**config.mk**
```make
export PLATFORM = sky130hd
export DESIGN_NAME = vedic_mul_arbiter_flat
export DESIGN_NICKNAME = d
export VERILOG_FILES = /design/src/rtl/vedic_mul_arbiter_pkg.sv /design/src/rtl/vedic_mul_arbiter_if.sv /design/src/rtl/vedic_mul8_pipe.sv /design/src/rtl/vedic_mul_arbiter.sv /design/src/flat_wrapper.sv
export SDC_FILE = /design/constraint.sdc
export NUM_CORES = 1
export LEC_CHECK = 0
export ABC_AREA = 1
export CAP_MARGIN = 20
export CORE_ASPECT_RATIO = 1.5
export CORE_MARGIN = 10
export CORE_UTILIZATION = 50
export DETAILED_ROUTE_END_ITERATION = 7
export PLACE_DENSITY_LB_ADDON = 0.05
export SLEW_MARGIN = 15
export SYNTH_ARGS = -nofsm -noshare
export SYNTH_HDL_FRONTEND = slang
export SYNTH_SLANG_ARGS = --single-unit
```
**constraint.sdc**
```tcl
create_clock -name clk -period 6.3 [get_ports clk]
set_clock_uncertainty 0.15 [all_clocks]
set_input_delay 1.26 -clock clk [delete_from_list [all_inputs] [get_ports clk]]
set_output_delay 1.26 -clock clk [all_outputs]
set_load 0.02 [all_outputs]
```
**src/rtl/vedic_mul_arbiter_pkg.sv**
```systemverilog
// Shared constants, result type and round-robin pick helper for the
// Vedic multiplier arbiter.
package vmul_arb_pkg;

    localparam int OUT_DEPTH = 4;
    localparam int MUL_LAT   = 2;
    localparam int MAX_REQ   = 8;

    typedef struct packed {
        logic [7:0]  id;
        logic [15:0] p;
    } mul_rsp_t;

    typedef struct packed {
        logic       found;
        logic [2:0] idx;
    } rr_pick_t;

    // First valid index at or after ptr, wrapping modulo nreq.
    function automatic rr_pick_t rr_pick(input logic [MAX_REQ-1:0] valid,
                                         input logic [2:0]         ptr,
                                         input int unsigned        nreq);
        rr_pick_t    pick;
        int unsigned idx;
        pick = '0;
        for (int unsigned k = 0; k < MAX_REQ; k++) begin
            idx = (32'(ptr) + k) % nreq;
            if (k < nreq && !pick.found && valid[idx]) begin
                pick.found = 1'b1;
                pick.idx   = 3'(idx);
            end
        end
        return pick;
    endfunction

endpackage

```
**src/rtl/vedic_mul_arbiter_if.sv**
```systemverilog
// Requester-side and response-side handshake bundle of vedic_mul_arbiter.
interface vedic_mul_arbiter_if #(
    parameter int NREQ = 4
);
    localparam int IDW = $clog2(NREQ);

    logic [NREQ-1:0]      req_valid;
    logic [NREQ-1:0]      req_ready;
    logic [NREQ-1:0][7:0] req_a;
    logic [NREQ-1:0][7:0] req_b;
    logic                 rsp_valid;
    logic                 rsp_ready;
    logic [IDW-1:0]       rsp_id;
    logic [15:0]          rsp_p;

    modport master (
        output req_valid, req_a, req_b, rsp_ready,
        input  req_ready, rsp_valid, rsp_id, rsp_p
    );

    modport slave (
        input  req_valid, req_a, req_b, rsp_ready,
        output req_ready, rsp_valid, rsp_id, rsp_p
    );
endinterface

```
**src/rtl/vedic_mul8_pipe.sv**
```systemverilog
// Two-stage unsigned 8x8 Urdhva-Tiryakbhyam multiplier: stage 1 forms four
// 4x4 vertical-crosswise partial products, stage 2 aligns and sums them.
module vedic_mul8_pipe
    import vmul_arb_pkg::*;
(
    input  logic        clk,
    input  logic        rst_n,
    input  logic        in_valid,
    input  logic [7:0]  in_id,
    input  logic [7:0]  a,
    input  logic [7:0]  b,
    output logic        out_valid,
    output logic [7:0]  out_id,
    output logic [15:0] p
);

    // Column k collects every bit pair a[i]&b[j] with i+j == k.
    function automatic logic [7:0] ut_mul4(input logic [3:0] x, input logic [3:0] y);
        logic [7:0] acc;
        logic [2:0] col;
        int         j;
        acc = '0;
        for (int k = 0; k < 7; k++) begin
            col = '0;
            for (int i = 0; i < 4; i++) begin
                j = k - i;
                if (j >= 0 && j < 4) col = col + 3'(x[i] & y[j[1:0]]);
            end
            acc = acc + (8'(col) << k);
        end
        return acc;
    endfunction

    logic       s1_valid;
    logic [7:0] s1_id;
    logic [7:0] pp_ll, pp_hl, pp_lh, pp_hh;

    always_ff @(posedge clk or negedge rst_n) begin
        if (!rst_n) begin
            s1_valid  <= 1'b0;
            out_valid <= 1'b0;
        end else begin
            // NOTE: non-blocking so both stages shift on the same edge.
            s1_valid  <= in_valid;
            out_valid <= s1_valid;
        end
    end

    always_ff @(posedge clk) begin
        s1_id  <= in_id;
        pp_ll  <= ut_mul4(a[3:0], b[3:0]);
        pp_hl  <= ut_mul4(a[7:4], b[3:0]);
        pp_lh  <= ut_mul4(a[3:0], b[7:4]);
        pp_hh  <= ut_mul4(a[7:4], b[7:4]);
        out_id <= s1_id;
        p      <= 16'(pp_ll) + ((16'(pp_hl) + 16'(pp_lh)) << 4) + (16'(pp_hh) << 8);
    end

endmodule

```
**src/rtl/vedic_mul_arbiter.sv**
```systemverilog
// Round-robin, credit-guarded sharing of one vedic_mul8_pipe among NREQ requesters.
// Define VMUL_ARB_STATS_EN to add the op_count / stall_count outputs.
module vedic_mul_arbiter
    import vmul_arb_pkg::*;
#(
    parameter  int NREQ = 4,
    localparam int IDW  = $clog2(NREQ)
) (
    input  logic                clk,
    input  logic                rst_n,
    vedic_mul_arbiter_if.slave  bus
`ifdef VMUL_ARB_STATS_EN
    ,
    output logic [31:0]         op_count,
    output logic [31:0]         stall_count
`endif
);

    localparam int PW = $clog2(OUT_DEPTH);
    localparam int CW = PW + 1;

    logic [IDW-1:0] ptr;
    logic           stage1_valid;
    logic [1:0]     inflight;
    logic           credit;
    logic           accept;
    rr_pick_t       pick;

    logic           mul_valid;
    logic [7:0]     mul_id;
    logic [15:0]    mul_p;

    mul_rsp_t       mem [OUT_DEPTH];
    mul_rsp_t       head;
    logic [PW-1:0]  wr_ptr, rd_ptr;
    logic [CW-1:0]  count;
    logic           push, pop, full, not_empty;

    // Credit counts every issued op not yet popped, so a FIFO slot always waits for it.
    always_comb begin
        // NOTE: every comb output gets a default first so no latch is inferred.
        bus.req_ready = '0;
        inflight      = {1'b0, stage1_valid} + {1'b0, mul_valid};
        credit        = (int'(count) + int'(inflight)) < OUT_DEPTH;
        pick          = rr_pick(MAX_REQ'(bus.req_valid), 3'(ptr), NREQ);
        accept        = rst_n && credit && pick.found;
        if (accept) bus.req_ready[IDW'(pick.idx)] = 1'b1;
    end

    always_ff @(posedge clk or negedge rst_n) begin
        if (!rst_n) begin
            ptr          <= '0;
            stage1_valid <= 1'b0;
        end else begin
            stage1_valid <= accept;
            if (accept)
                ptr <= (int'(pick.idx) == NREQ - 1) ? '0 : IDW'(pick.idx + 3'd1);
        end
    end

    vedic_mul8_pipe u_mul (
        .clk       (clk),
        .rst_n     (rst_n),
        .in_valid  (accept),
        .in_id     (8'(pick.idx)),
        .a         (bus.req_a[IDW'(pick.idx)]),
        .b         (bus.req_b[IDW'(pick.idx)]),
        .out_valid (mul_valid),
        .out_id    (mul_id),
        .p         (mul_p)
    );

    assign push      = mul_valid;
    assign full      = (count == CW'(OUT_DEPTH));
    assign not_empty = (count != '0);
    assign pop       = not_empty && bus.rsp_ready;

    always_ff @(posedge clk or negedge rst_n) begin
        if (!rst_n) begin
            wr_ptr <= '0;
            rd_ptr <= '0;
            count  <= '0;
        end else begin
            if (push) wr_ptr <= wr_ptr + 1'b1;
            if (pop)  rd_ptr <= rd_ptr + 1'b1;
            case ({push, pop})
                2'b10:   count <= count + 1'b1;
                2'b01:   count <= count - 1'b1;
                default: count <= count;
            endcase
        end
    end

    // NOTE: storage is not reset; the empty flag masks stale entries at the outputs.
    always_ff @(posedge clk) begin
        if (push) mem[wr_ptr] <= '{id: mul_id, p: mul_p};
    end

    always_comb begin
        head          = mem[rd_ptr];
        bus.rsp_valid = not_empty;
        bus.rsp_id    = not_empty ? IDW'(head.id) : '0;
        bus.rsp_p     = not_empty ? head.p : '0;
    end

    a_no_overflow: assert property (@(posedge clk) disable iff (!rst_n) !(push && full && !pop));

`ifdef VMUL_ARB_STATS_EN
    always_ff @(posedge clk or negedge rst_n) begin
        if (!rst_n) begin
            op_count    <= '0;
            stall_count <= '0;
        end else begin
            if (accept) op_count <= op_count + 32'd1;
            if ((|bus.req_valid) && !credit) stall_count <= stall_count + 32'd1;
        end
    end
`endif

endmodule

```
**src/flat_wrapper.sv**
```systemverilog
// flat-port wrapper written by rule: the top's interface ports become plain ports
module vedic_mul_arbiter_flat import vmul_arb_pkg::*;
#(
    parameter  int NREQ = 4,
    localparam int IDW  = $clog2(NREQ)
)
  (clk, rst_n, bus_req_valid, bus_req_a, bus_req_b, bus_rsp_ready, bus_req_ready, bus_rsp_valid, bus_rsp_id, bus_rsp_p);
  vedic_mul_arbiter_if #(.NREQ(NREQ)) bus_i ();
  input  logic clk;
  input  logic rst_n;
  input wire logic [$bits(bus_i.req_valid)-1:0] bus_req_valid;
  input wire logic [$bits(bus_i.req_a)-1:0] bus_req_a;
  input wire logic [$bits(bus_i.req_b)-1:0] bus_req_b;
  input wire logic [$bits(bus_i.rsp_ready)-1:0] bus_rsp_ready;
  output wire logic [$bits(bus_i.req_ready)-1:0] bus_req_ready;
  output wire logic [$bits(bus_i.rsp_valid)-1:0] bus_rsp_valid;
  output wire logic [$bits(bus_i.rsp_id)-1:0] bus_rsp_id;
  output wire logic [$bits(bus_i.rsp_p)-1:0] bus_rsp_p;
  assign bus_i.req_valid = bus_req_valid;
  assign bus_i.req_a = bus_req_a;
  assign bus_i.req_b = bus_req_b;
  assign bus_i.rsp_ready = bus_rsp_ready;
  assign bus_req_ready = bus_i.req_ready;
  assign bus_rsp_valid = bus_i.rsp_valid;
  assign bus_rsp_id = bus_i.rsp_id;
  assign bus_rsp_p = bus_i.rsp_p;
  vedic_mul_arbiter #(.NREQ(NREQ)) u_core (.clk(clk), .rst_n(rst_n), .bus(bus_i));
endmodule
```
==> results.md, run 1 <==
- Crit path arrival time: between 4 and 5 ns
- Post-synth EDFFs: 72
- Worst EP required: about 4.9 ns
- Initial antenna violation count: 0
- Post-synthesis net count: 1132
- Largest cells by area after synthesis: edfxtp_1 (26%), dfxtp_1 (13%), ha_1 (11%)
- Status: complete, no violations
- Cell with the most instances after synthesis: nand2_1
- Hold Path Class: flip-flop to flip-flop
- CTS tree: done
- Critical Path Source Type: primary input
- Routed WL: ~19000 µm
- Fin util: 61.4%
- Post-synthesis compound-gate area fraction: 6.05%
- CP Capture Type: primary output
- Synthesized area per cell: 8.50 µm²
- Largest net degree at the start of global routing: slightly above 40
- P&R area growth vs syn: 20.9%
- Initial Utilization: between 50% and 60%
- 1st-pass router iterations: 5
- First-pass GRT wire length: 31200 µm
- Final setup vio count: 0
- Share of cells above drive strength 1: between 5 and 6%
- Number of H-tree levels: 4
- Final net count: 1219
- Detailed placer's ending HPWL: between 10000 and 15000 µm
- Rows: 57
- Worst-skew pair later-pin latency: roughly 0.40 ns
- # diodes: 0
- Largest family of logic cells by synthesized area: simple AND/OR/NAND/NOR gates
- Remaining Overflow, GRT: 0
- Worst-path clk slew: approximately 0.050 ns
- Final hold vios: 0
- Most frequent cells after synthesis: nand2_1 (192), nor2_1 (139), inv_1 (111)
- Post-Synth Adder-Cell Area: between 10% and 20%
- Cell count after synthesis: ~960
- Synth Area in Simple Gates: around a quarter
- Die area: roughly 22000 µm²
- Bufs on Longest Clock Path: 2
- Slew @ Worst Pin: 0.951 ns
- Synthesized area: between 8000 and 9000 µm²
- Cell count of the worst reg-to-reg path: 23
- Sum of negative setup slack: 0 ns
- Post-Synth XOR/XNOR Area: under 10%
- Area leader, netlist: edfxtp_1
- Post-CTS Hold Fix Bufs: 0
- Distinct cell type count after synthesis: 30
- Flops & latches, synth: about 140
- Max FO, Critical Path: 17
- Chip Width: ~120 µm
- Min Clock Period, post-route: approximately 5.5 ns
- Tot GR Track Use: 17.3%
- Via/cell ratio: 5.01
- TritonCTS Buffers: 17
- Clock sinks: approximately 140
- Worst slew margin: 36.2%
- Port Buffer Count: 93
- Syn. warnings: 0
- Mux share of post-synthesis cell area: 0%
- Detailed Route Iter0 Violations: about 270
- Final Max Tran Viols: 0
- Die Ht: approximately 180 µm
- RSZ-0062 raised after global routing: no
- Synth Flop Type: edfxtp_1
- Routability cong.: 0.903
- # Max-Cap Violations: 0
- Vias: approximately 6.4k
- Area of the core: about 16000 µm²
- Vias in the first global route: around 6.4k
- I/O pins: 94
- Clock root buffer: clkbuf_16
- Critical path class: primary input to primary output
- Post-DRT Antenna Nets: 0
- DRC viols: 0
- # Post-CTS Setup Buffers: 0
- Top-area cell type share of the netlist area: between 20% and 30%
- Cts repair resizes: 0
- Max Fclk: around 180 MHz
- Worst Hold Path Cells: 0
- Synth async-reset ratio: between 8 and 9%
- Final period util: 86.7%
- Drt wl/cell: 14.7 µm
- Post-synthesis sequential area ratio: 42.5%
==> per-layer routing <==
| metal | wire [µm] | vias up | part of all wire (%) | global-route usage, % |
|---|---|---|---|---|
| met5 | 0 | - | 0 | 0 |
| met4 | 585 | 0 | 3.1 | 7.89 |
| met3 | 811 | 30 | 4.3 | 4.02 |
| met2 | 10300 | 149 | 55 | 33.7 |
| met1 | 7020 | 2883 | 38 | 16.7 |
| li1 | - | 3292 | - | - |
==> through the flow <==
step / hold WS [ns] / instance area, µm² / cells / setup slack (ns)
floorplan: 0.160 / 8180 / 963 / 1.48
global placement: 0.160 / 9270 / 1237 / 0.571
detailed placement: 0.162 / 9270 / 1237 / 0.494
CTS: 0.175 / 9900 / 1269 / 0.833
global route: 0.178 / 9900 / 1269 / 0.543
finish: 0.175 / 9900 / 1269 / 0.836
==> area by class of cell <==
type / count / area, µm²
Fill cell: 1400 / 6220
Clock inverter: 15 / 201
Clock buffer: 17 / 425
Tap cell: 206 / 258
Sequential cell: 135 / 3480
Inverter: 115 / 432
Timing Repair Buffer: 100 / 996
Multi-Input combinational cell: 681 / 4110
==> critical path, cell delays in order <==
cell             delay [ns]
clkdlybuf4s50_1        0.42
inv_1                  0.08
nand2_1                0.07
nand3_1                0.13
nand2_1                0.09
nand2_1                0.11
nand2_1                0.08
nand2_1                0.08
nand3_2                0.30
inv_1                  0.45
ha_1                   0.22
inv_1                  0.04
nor2_1                 0.09
clkdlybuf4s50_1        0.63
==> cells in the final DEF (no fill, tap or decap), types with 6 or more instances in the layout <==
cell             count
xor2_1              23
nand3_1             96
nand2_1            192
dfrtp_1             11
fa_1                24
a21oi_1             42
nand3b_1             7
nor2_1             139
buf_4                6
edfxtp_1            72
xnor2_1              6
inv_1              111
o21ai_0             49
dfxtp_1             52
ha_1                74
clkbuf_16           17
nand2_2             17
clkdlybuf4s50_1     93
==> cells by family (layout without fill, tap and decap cells) <==
| group | after synthesis | after routing |
|---|---|---|
| XOR/XNOR | 29 | 29 |
| adder cells (fa/ha/maj) | 98 | 98 |
| flip-flops | 135 | 135 |
| AND/OR/NAND/NOR | 458 | 458 |
| buffers and inverters | 147 | 247 |
| AO/OA/AOI/OAI | 96 | 96 |
==> flip-flops by register name, summed over array words and instances, names as in the netlist, 2 cells and up <==
name                 count
u_core.count             3
u_core.mem              72
u_core.ptr               2
u_core.rd_ptr            2
u_core.u_mul.out_id      2
u_core.u_mul.p          16
u_core.u_mul.pp_hh       8
u_core.u_mul.pp_hl       8
u_core.u_mul.pp_lh       8
u_core.u_mul.pp_ll       8
u_core.u_mul.s1_id       2
u_core.wr_ptr            2
==> path summary, 6_finish.rpt <==
check                                      start               endpoint  slack, ns
hold reg to reg            u_core.u_mul.pp_ll[2]      u_core.u_mul.p[2]       0.17
min in group asynchronous                  rst_n        u_core.count[2]       1.05
setup / recovery                bus_req_valid[3]       bus_req_ready[3]       0.84
hold / removal             u_core.u_mul.pp_ll[2]      u_core.u_mul.p[2]       0.17
max in group asynchronous                  rst_n       u_core.wr_ptr[1]       4.59
setup reg to reg                   u_core.ptr[0]  u_core.u_mul.pp_hh[6]       1.43
Power of run 1 is not shown: default switching activity piles up to over one toggle a cycle in this logic, so the estimate is an artifact.
==> inputs of run 2 (changes only) <==
--- a/config.mk
+++ b/config.mk
@@ -6,7 +6,6 @@
 export NUM_CORES = 1
 export LEC_CHECK = 0
 export ABC_AREA = 1
-export CAP_MARGIN = 20
 export CORE_ASPECT_RATIO = 1.5
 export CORE_MARGIN = 10
 export CORE_UTILIZATION = 50
==> results of run 2 <==
No change in the layout: final DEF, timing and power equal those of run 1.
Power of run 2 is left out for the same reason.
